$ cat config.mk
export PLATFORM = sky130hd
export DESIGN_NAME = led_seq_ctrl
export DESIGN_NICKNAME = d
export VERILOG_FILES = /design/src/rtl/led_ctrl_pkg.sv /design/src/rtl/sw_debounce.sv /design/src/rtl/led_seq_ctrl.sv
export SDC_FILE = /design/constraint.sdc
export NUM_CORES = 1
export LEC_CHECK = 0
export CAP_MARGIN = 0
export CORE_MARGIN = 1.5
export CORE_UTILIZATION = 60
export CTS_CLUSTER_SIZE = 14
export DETAILED_ROUTE_END_ITERATION = 10
export GPL_TIMING_DRIVEN = 0
export PLACE_DENSITY = 0.82
export REMOVE_ABC_BUFFERS = 1
export SETUP_SLACK_MARGIN = 0.15
export SKIP_LAST_GASP = 1
export SLEW_MARGIN = 25
export SYNTH_ARGS = -nofsm -noshare
export SYNTH_HDL_FRONTEND = slang
export SYNTH_HIERARCHICAL = 1
export SYNTH_SLANG_ARGS = --single-unit
$ cat constraint.sdc
create_clock -name clock -period 3.33 [get_ports clock]
set_input_delay 0.8325 -clock clock [delete_from_list [all_inputs] [get_ports clock]]
set_output_delay 0.8325 -clock clock [all_outputs]
set_load 0.01 [all_outputs]
$ cat src/rtl/led_ctrl_pkg.sv
// ============================================================================
// Module      : led_ctrl_pkg
// Description : Shared FSM/source encodings and config-word field indices.
// Revision    : 1.0 - initial release
// ============================================================================
`default_nettype none

package led_ctrl_pkg;

  typedef enum logic [1:0] {
    IDLE  = 2'b00,
    CLEAR = 2'b01,
    RUN   = 2'b10,
    DRAIN = 2'b11
  } state_e;

  localparam logic SRC_BOARD = 1'b0;
  localparam logic SRC_VIO   = 1'b1;

  localparam int RATE_LSB  = 0;
  localparam int RATE_W    = 3;
  localparam int COLOR_BIT = 3;

  // Counter width able to hold 0..n-1, never narrower than one bit
  function automatic int cnt_width(input int n);
    return (n <= 1) ? 1 : $clog2(n);
  endfunction

endpackage

`default_nettype wire

$ cat src/rtl/sw_debounce.sv
// ============================================================================
// Module      : sw_debounce
// Description : 2-flop synchronizer plus stability counter for board switches.
// Revision    : 1.0 - initial release
// ============================================================================
`default_nettype none

module sw_debounce
  import led_ctrl_pkg::*;
#(
  parameter int NB_SW           = 4,
  parameter int DEBOUNCE_CYCLES = 8
) (
  input  logic             clk,
  input  logic             rst,
  input  logic [NB_SW-1:0] i_sw,
  output logic [NB_SW-1:0] o_sw_db
);

  localparam int CW = cnt_width(DEBOUNCE_CYCLES);
  localparam logic [CW-1:0] c_cnt_last = CW'(DEBOUNCE_CYCLES - 1);

  logic [NB_SW-1:0] r_sync1;
  logic [NB_SW-1:0] r_sync2;
  logic [NB_SW-1:0] r_cand;
  logic [NB_SW-1:0] r_stable;
  logic [CW-1:0]    r_cnt;

  always_ff @(posedge clk) begin
    if (rst) begin
      r_sync1  <= '0;
      r_sync2  <= '0;
      r_cand   <= '0;
      r_stable <= '0;
      r_cnt    <= '0;
    end else begin
      r_sync1 <= i_sw;
      r_sync2 <= r_sync1;
      // Counter parks at its last value, so a stable input keeps it saturated
      if (r_sync2 != r_cand) begin
        r_cand <= r_sync2;
        r_cnt  <= '0;
      end else if (r_cnt == c_cnt_last) begin
        r_stable <= r_cand;
      end else begin
        r_cnt <= r_cnt + 1'b1;
      end
    end
  end

  assign o_sw_db = r_stable;

endmodule

`default_nettype wire

$ cat src/rtl/led_seq_ctrl.sv
// ============================================================================
// Module      : led_seq_ctrl
// Description : LED sequencer control FSM with board/VIO config arbitration.
// Revision    : 1.0 - initial release
// ============================================================================
`default_nettype none

module led_seq_ctrl
  import led_ctrl_pkg::*;
#(
  parameter int NB_SW           = 4,
  parameter int DEBOUNCE_CYCLES = 1000000,
  parameter int DRAIN_MAX       = 255
) (
  input  logic             clock,
  input  logic             i_reset,
  input  logic [NB_SW-1:0] i_sw,
  input  logic             i_sel_vio,
  input  logic [NB_SW-1:0] i_sw_vio,
  input  logic             i_reset_vio,
  input  logic             i_tick,
  output logic             o_run,
  output logic             o_clear,
  output logic [2:0]       o_rate,
  output logic             o_color,
  output logic             o_src,
  output logic [1:0]       o_state,
  output logic             o_cfg_upd
);

  localparam int DW = cnt_width(DRAIN_MAX + 1);
  localparam logic [DW-1:0] c_drain_max = DW'(DRAIN_MAX);
  localparam logic [DW-1:0] c_drain_one = DW'(1);

  logic [NB_SW-1:0]  w_sw_db;
  logic [NB_SW-1:0]  w_sel_cfg;
  logic [NB_SW-1:0]  w_load_cfg;
  logic              w_vio_reset;

  state_e            r_state;
  logic              r_run;
  logic              r_clear;
  logic [RATE_W-1:0] r_rate;
  logic [RATE_W-1:0] r_pend_rate;
  logic              r_color;
  logic              r_src;
  logic              r_cfg_upd;
  logic [DW-1:0]     r_drain_cnt;

  sw_debounce #(
    .NB_SW           (NB_SW),
    .DEBOUNCE_CYCLES (DEBOUNCE_CYCLES)
  ) u_sw_debounce (
    .clk     (clock),
    .rst     (i_reset),
    .i_sw    (i_sw),
    .o_sw_db (w_sw_db)
  );

  // Running config follows the owning source; CLEAR loads from the requested one
  assign w_sel_cfg   = (r_src == SRC_VIO) ? i_sw_vio : w_sw_db;
  assign w_load_cfg  = (i_sel_vio == SRC_VIO) ? i_sw_vio : w_sw_db;
  assign w_vio_reset = (r_src == SRC_VIO) && i_reset_vio;

  always_ff @(posedge clock) begin
    if (i_reset) begin
      r_state     <= IDLE;
      r_run       <= 1'b0;
      r_clear     <= 1'b0;
      r_rate      <= '0;
      r_pend_rate <= '0;
      r_color     <= 1'b0;
      r_src       <= SRC_BOARD;
      r_cfg_upd   <= 1'b0;
      r_drain_cnt <= '0;
    end else begin
      r_cfg_upd <= 1'b0;
      case (r_state)
        IDLE: begin
          r_state <= CLEAR;
          r_clear <= 1'b1;
          r_run   <= 1'b0;
        end
        CLEAR: begin
          r_state     <= RUN;
          r_clear     <= 1'b0;
          r_run       <= 1'b1;
          r_src       <= i_sel_vio;
          r_rate      <= w_load_cfg[RATE_LSB +: RATE_W];
          r_pend_rate <= w_load_cfg[RATE_LSB +: RATE_W];
          r_color     <= w_load_cfg[COLOR_BIT];
          r_drain_cnt <= '0;
        end
        RUN: begin
          if (i_sel_vio != r_src) begin
            // Entry cycle already counts as the first DRAIN cycle
            r_state     <= DRAIN;
            r_drain_cnt <= c_drain_one;
          end else if (w_vio_reset) begin
            r_state <= CLEAR;
            r_clear <= 1'b1;
            r_run   <= 1'b0;
          end else begin
            r_color     <= w_sel_cfg[COLOR_BIT];
            r_pend_rate <= w_sel_cfg[RATE_LSB +: RATE_W];
            if (i_tick && (r_pend_rate != r_rate)) begin
              r_rate    <= r_pend_rate;
              r_cfg_upd <= 1'b1;
            end
          end
        end
        DRAIN: begin
          if (i_sel_vio == r_src) begin
            r_state     <= RUN;
            r_drain_cnt <= '0;
          end else if (w_vio_reset || i_tick || (r_drain_cnt == c_drain_max)) begin
            r_state     <= CLEAR;
            r_clear     <= 1'b1;
            r_run       <= 1'b0;
            r_drain_cnt <= '0;
          end else begin
            r_drain_cnt <= r_drain_cnt + 1'b1;
          end
        end
        default: begin
          r_state <= IDLE;
          r_run   <= 1'b0;
          r_clear <= 1'b0;
        end
      endcase
    end
  end

  assign o_run     = r_run;
  assign o_clear   = r_clear;
  assign o_rate    = r_rate;
  assign o_color   = r_color;
  assign o_src     = r_src;
  assign o_state   = r_state;
  assign o_cfg_upd = r_cfg_upd;

endmodule

`default_nettype wire

==> results.txt, run 1 <==
The run finished with clean final reports. The die outline width is 71.39 um, and the period utilization is 0.8643. Number of filler cells placed in the layout: 345.

sky130_fd_sc_hd__dfxtp_1 takes more of the synthesized area than any other cell. The area of the core came out at 4414 sq um. After synthesis, the cell types taking the most area are sky130_fd_sc_hd__dfxtp_1 41%, sky130_fd_sc_hd__xnor2_1 4.1%, sky130_fd_sc_hd__a21oi_1 3.7%, sky130_fd_sc_hd__mux2i_1 3.6%, sky130_fd_sc_hd__nand2_1 3.2%. Setup repair after global routing left no endpoint under its margin. Compared with the post-synthesis result, the final layout area differs by 15.11%. Along the worst path, the maximum fanout reaches 15. The logs give 5768 um for the total length of routed wires and 389 for the post-layout instance count excluding filler cells.

The first global-routing pass estimated 10030 um of wire. The run gives 3849 um as the half-perimeter wire length after placement. The Yosys step of the flow raised 6 warnings.

The pin slew with the least headroom to its limit is 683.3 ps, and the synthesized area per cell is 8.825 sq um. Dividing the detail-routed wire length by the instance count gives 14.83 um. The worst setup path is captured at a flip-flop. The hold buffer count at CTS came out at 0. The number of input and output port buffers inserted was 22. Class of the tightest hold or removal check: flip-flop to flip-flop. The fraction of power consumed by combinational cells came out at 0.129. Following the worst setup path forward leads to its endpoint at r_drain_cnt[6].

The share of layout cells above drive strength 1 was 0.08902; the total of max-cap violations was 0. The detailed router finished its first iteration with 129 violations. Once detail routing completed, the nets flagged for antenna violations numbered 0. The sequential group share of total power is 0.450, and the number of top-level pins is 23.

The number of pins with negative max-slew slack in the final report was 0. The sequential-to-total area share from yosys stat is 0.4066, and the buffers inserted during post-CTS setup optimization is 0. TritonCTS built the clock tree.

After clock tree synthesis, the clock-pin slew on the worst setup and hold paths is 60 ps. At the placement stage, the worst setup path has a slack of 118.9 ps. The number of vias per cell is 6.149, and the total number of placement rows is 24. The headroom to the max-slew limit was 0.5407.

Ranked by instance count, the synthesized netlist is headed by 57 x sky130_fd_sc_hd__dfxtp_1, 24 x sky130_fd_sc_hd__nand2_1, 21 x sky130_fd_sc_hd__a21oi_1. For the final RePlAce weighted congestion, the log shows 0.7759. For the net switching power, the log shows 0.4076 mW.

Between clock sinks in the finished design, the worst skew comes to 9.643 ps. The CTS buffer count is 9. Dominant combinational cell family by area after synthesis: simple AND/OR/NAND/NOR gates. For the post-detailed-placement cell area, the log shows 3020 sq um. The count of antenna diodes in the layout is 0.

Hold is met by 434.2 ps. The run gives 0 as the number of gates given a new drive strength after cts. The worst register-to-register path ends at u_sw_debounce/r_cnt[2]. The simple logic cell fraction of the synthesized area works out to 0.2800. Summing all multi-input logic gate instances after layout gives 1549 sq um.

Derived from the worst setup path, the maximum achievable clock frequency is 347.4 MHz. Setup violations remaining at the end of the flow were counted as 0. The share of flip-flops with an asynchronous set or reset works out to 0.

The area enclosed by the die boundary came out at 5097 sq um. The cell internal power dissipation was 1.252 mW. The synthesized netlist occupies a cell area of 2806 sq um. The cell count of the worst reg-to-reg path is 5, and the share of synthesized area spent on multiplexers is 0.05573. The number of global-route vias before repair is 2183. The H-tree was split into 3 levels. The most instantiated flip-flop cell in the synthesis netlist was sky130_fd_sc_hd__dfxtp_1.

The compound-gate portion of the synthesized area is 0.1574. Synthesized instance count: 318. The logs give 39 for the pin count of the biggest net entering global routing and 0.7319 for the final cell utilization of the core. The worst setup path is launched from a primary input. For the largest vdd supply drop, the log shows 320.6 uV. The initial antenna violation count was 0; the instance count after placement with tap cells included was 374.

Cell chosen for the clock root: sky130_fd_sc_hd__clkbuf_8. For this run, design rule violations remaining after detail routing come to 0. The switching part of the total is 0.2456. The tools report the clock group share of total power as 0.421. The maximum buffer depth of the clock tree is 2, and the worst setup slack for register-to-register paths is 1070 ps. The final worst slack came out at 451.7 ps. For the worst-skew pair, the clock arrives at the later sink with an insertion delay of 340 ps. The proportion of netlist area held by the largest area contributor came out at 0.4066. The area share of fa/ha/maj cells after synthesis was 0.008917. Summing all flip-flop and latch instances after layout gives 1141 sq um. Counting flops with a built-in enable in the synthesized netlist gives 0. The total clock sinks came out at 57. The finished cells cover 3231 sq um. The synthesis-stage register bit count was 57; the detailed-route via count was 2392. The logs give 348 for the number of nets at the end of the flow and 0 for the total overflow reported by the global router. Synthesis instantiated 57 different standard cells from the library. The critical path is of the primary input to flip-flop type. Static power due to leakage: 1.144 nW.

The total power density per cell area is 513.6 nW/um^2. The tools report the initial standard-cell utilization of the core as 0.6358. In this run the worst setup path begins at i_sel_vio. The required arrival time at the worst endpoint was 3590 ps. The worst path needs 2878 ps of the cycle, external delays included.

The tools report the hold path startpoint as u_sw_debounce/r_sync1[3]. The run gives 4 as the number of iterations in the first detailed-routing pass. Data arrives at the worst endpoint at 3140 ps. The die height is 71.39 um, and the overall track demand over capacity in global routing is 0.2527.

The most used standard cell by instance count after synthesis was sky130_fd_sc_hd__dfxtp_1. Xor and xnor fraction of the mapped netlist area: 0.04993. The worst register-to-register path begins at u_sw_debounce/r_cnt[0]. The number of hold violations in the final report was 0.
[logic make-up (layout without fill, tap and decap cells)]
kind of cell,after synthesis,in the layout
AO/OA/AOI/OAI,62,62
flip-flops,57,57
adder cells (fa/ha/maj),2,2
multiplexers,15,15
XOR/XNOR,16,16
buffers and inverters,27,46
AND/OR/NAND/NOR,139,139
[cell usage in the layout, fill, tap and decap left out, types with 6 or more instances in the layout]
master	n
sky130_fd_sc_hd__nor3b_1	6
sky130_fd_sc_hd__dfxtp_1	57
sky130_fd_sc_hd__nor2b_1	14
sky130_fd_sc_hd__nor2_1	13
sky130_fd_sc_hd__a21oi_1	21
sky130_fd_sc_hd__clkdlybuf4s50_1	21
sky130_fd_sc_hd__clkbuf_8	10
sky130_fd_sc_hd__nand4_1	14
sky130_fd_sc_hd__nand2_1	24
sky130_fd_sc_hd__a211oi_1	6
sky130_fd_sc_hd__inv_1	7
sky130_fd_sc_hd__mux2i_1	10
sky130_fd_sc_hd__nor3_1	14
sky130_fd_sc_hd__nand3_1	13
sky130_fd_sc_hd__xnor2_1	13
sky130_fd_sc_hd__o21ai_0	6
[through the flow]
step / TNS (ps) / total power, mW
floorplan: 0 / 0.8834
global placement: -1250 / 0.9623
detailed placement: 0 / 0.9718
CTS: 0 / 1.670
global route: 0 / 1.729
finish: 0 / 1.659
[metal layers]
metal / routed length (um) / up-vias / global-route usage
met2: 2766 / 62 / 0.3992
met5: 0 / - / 0
met4: 111 / 0 / 0.1090
met1: 2609 / 1123 / 0.3208
li1: - / 1194 / -
met3: 280 / 13 / 0.07736
[power by group through the flow]
stage / Clock, mW / Combinational [mW] / Sequential (mW)
2_1_floorplan: 0 / 0.123 / 0.760
3_3_place_gp: 0 / 0.204 / 0.759
3_5_place_dp: 0 / 0.211 / 0.761
4_1_cts: 0.710 / 0.214 / 0.746
5_1_grt: 0.745 / 0.234 / 0.751
6_report: 0.699 / 0.214 / 0.746
[area by class of cell]
cell class	count	area share
Clock inverter	3	0.02014
Sequential cell	57	0.3532
Multi-Input combinational cell	234	0.4795
Timing Repair Buffer	23	0.07281
Clock buffer	12	0.04493
Tap cell	52	0.02014
Inverter	8	0.009295
[sequential cells by signal, indices dropped and copies added, names as in the netlist]
| name | count |
|---|---|
| o_clear | 1 |
| o_rate | 3 |
| r_drain_cnt | 8 |
| u_sw_debounce/r_cnt | 20 |
| u_sw_debounce/o_sw_db | 4 |
| o_color | 1 |
| r_pend_rate | 3 |
| o_run | 1 |
| u_sw_debounce/r_sync2 | 4 |
| o_src | 1 |
| o_cfg_upd | 1 |
| o_state | 2 |
| u_sw_debounce/r_sync1 | 4 |
| u_sw_debounce/r_cand | 4 |
[worst min-delay path by stage]
stage	end	slack, ps	depth (start not counted)
floorplan	u_sw_debounce/r_sync2[0]	410	1
global placement	u_sw_debounce/r_sync2[1]	420	1
detailed placement	u_sw_debounce/r_sync2[3]	430	1
CTS	u_sw_debounce/r_sync2[3]	440	1
global route	u_sw_debounce/r_sync2[3]	460	1
finish	u_sw_debounce/r_sync2[3]	430	1
[worst max-delay path, stage by stage]
cell and delay, ps:
sky130_fd_sc_hd__clkdlybuf4s50_1 690, sky130_fd_sc_hd__or3b_1 530, sky130_fd_sc_hd__a211oi_4 600, sky130_fd_sc_hd__a41oi_1 230, sky130_fd_sc_hd__a311oi_2 260
Note: power is estimated with default switching activity, not from simulation.
==> run 2, diff against run 1 <==
==> constraint.sdc (replaced) <==
create_clock -name clock -period 3.33 [get_ports clock]
set_input_delay 0.666 -clock clock [delete_from_list [all_inputs] [get_ports clock]]
set_output_delay 0.666 -clock clock [all_outputs]
set_load 0.01 [all_outputs]
==> results of run 2 <==
The final DEF is identical to that of run 1. Status: finished, final reports clean.
Among the figures that moved: setup slack after placement 118.9 ps -> 285.4 ps; setup slack after layout 451.7 ps -> 618.2 ps
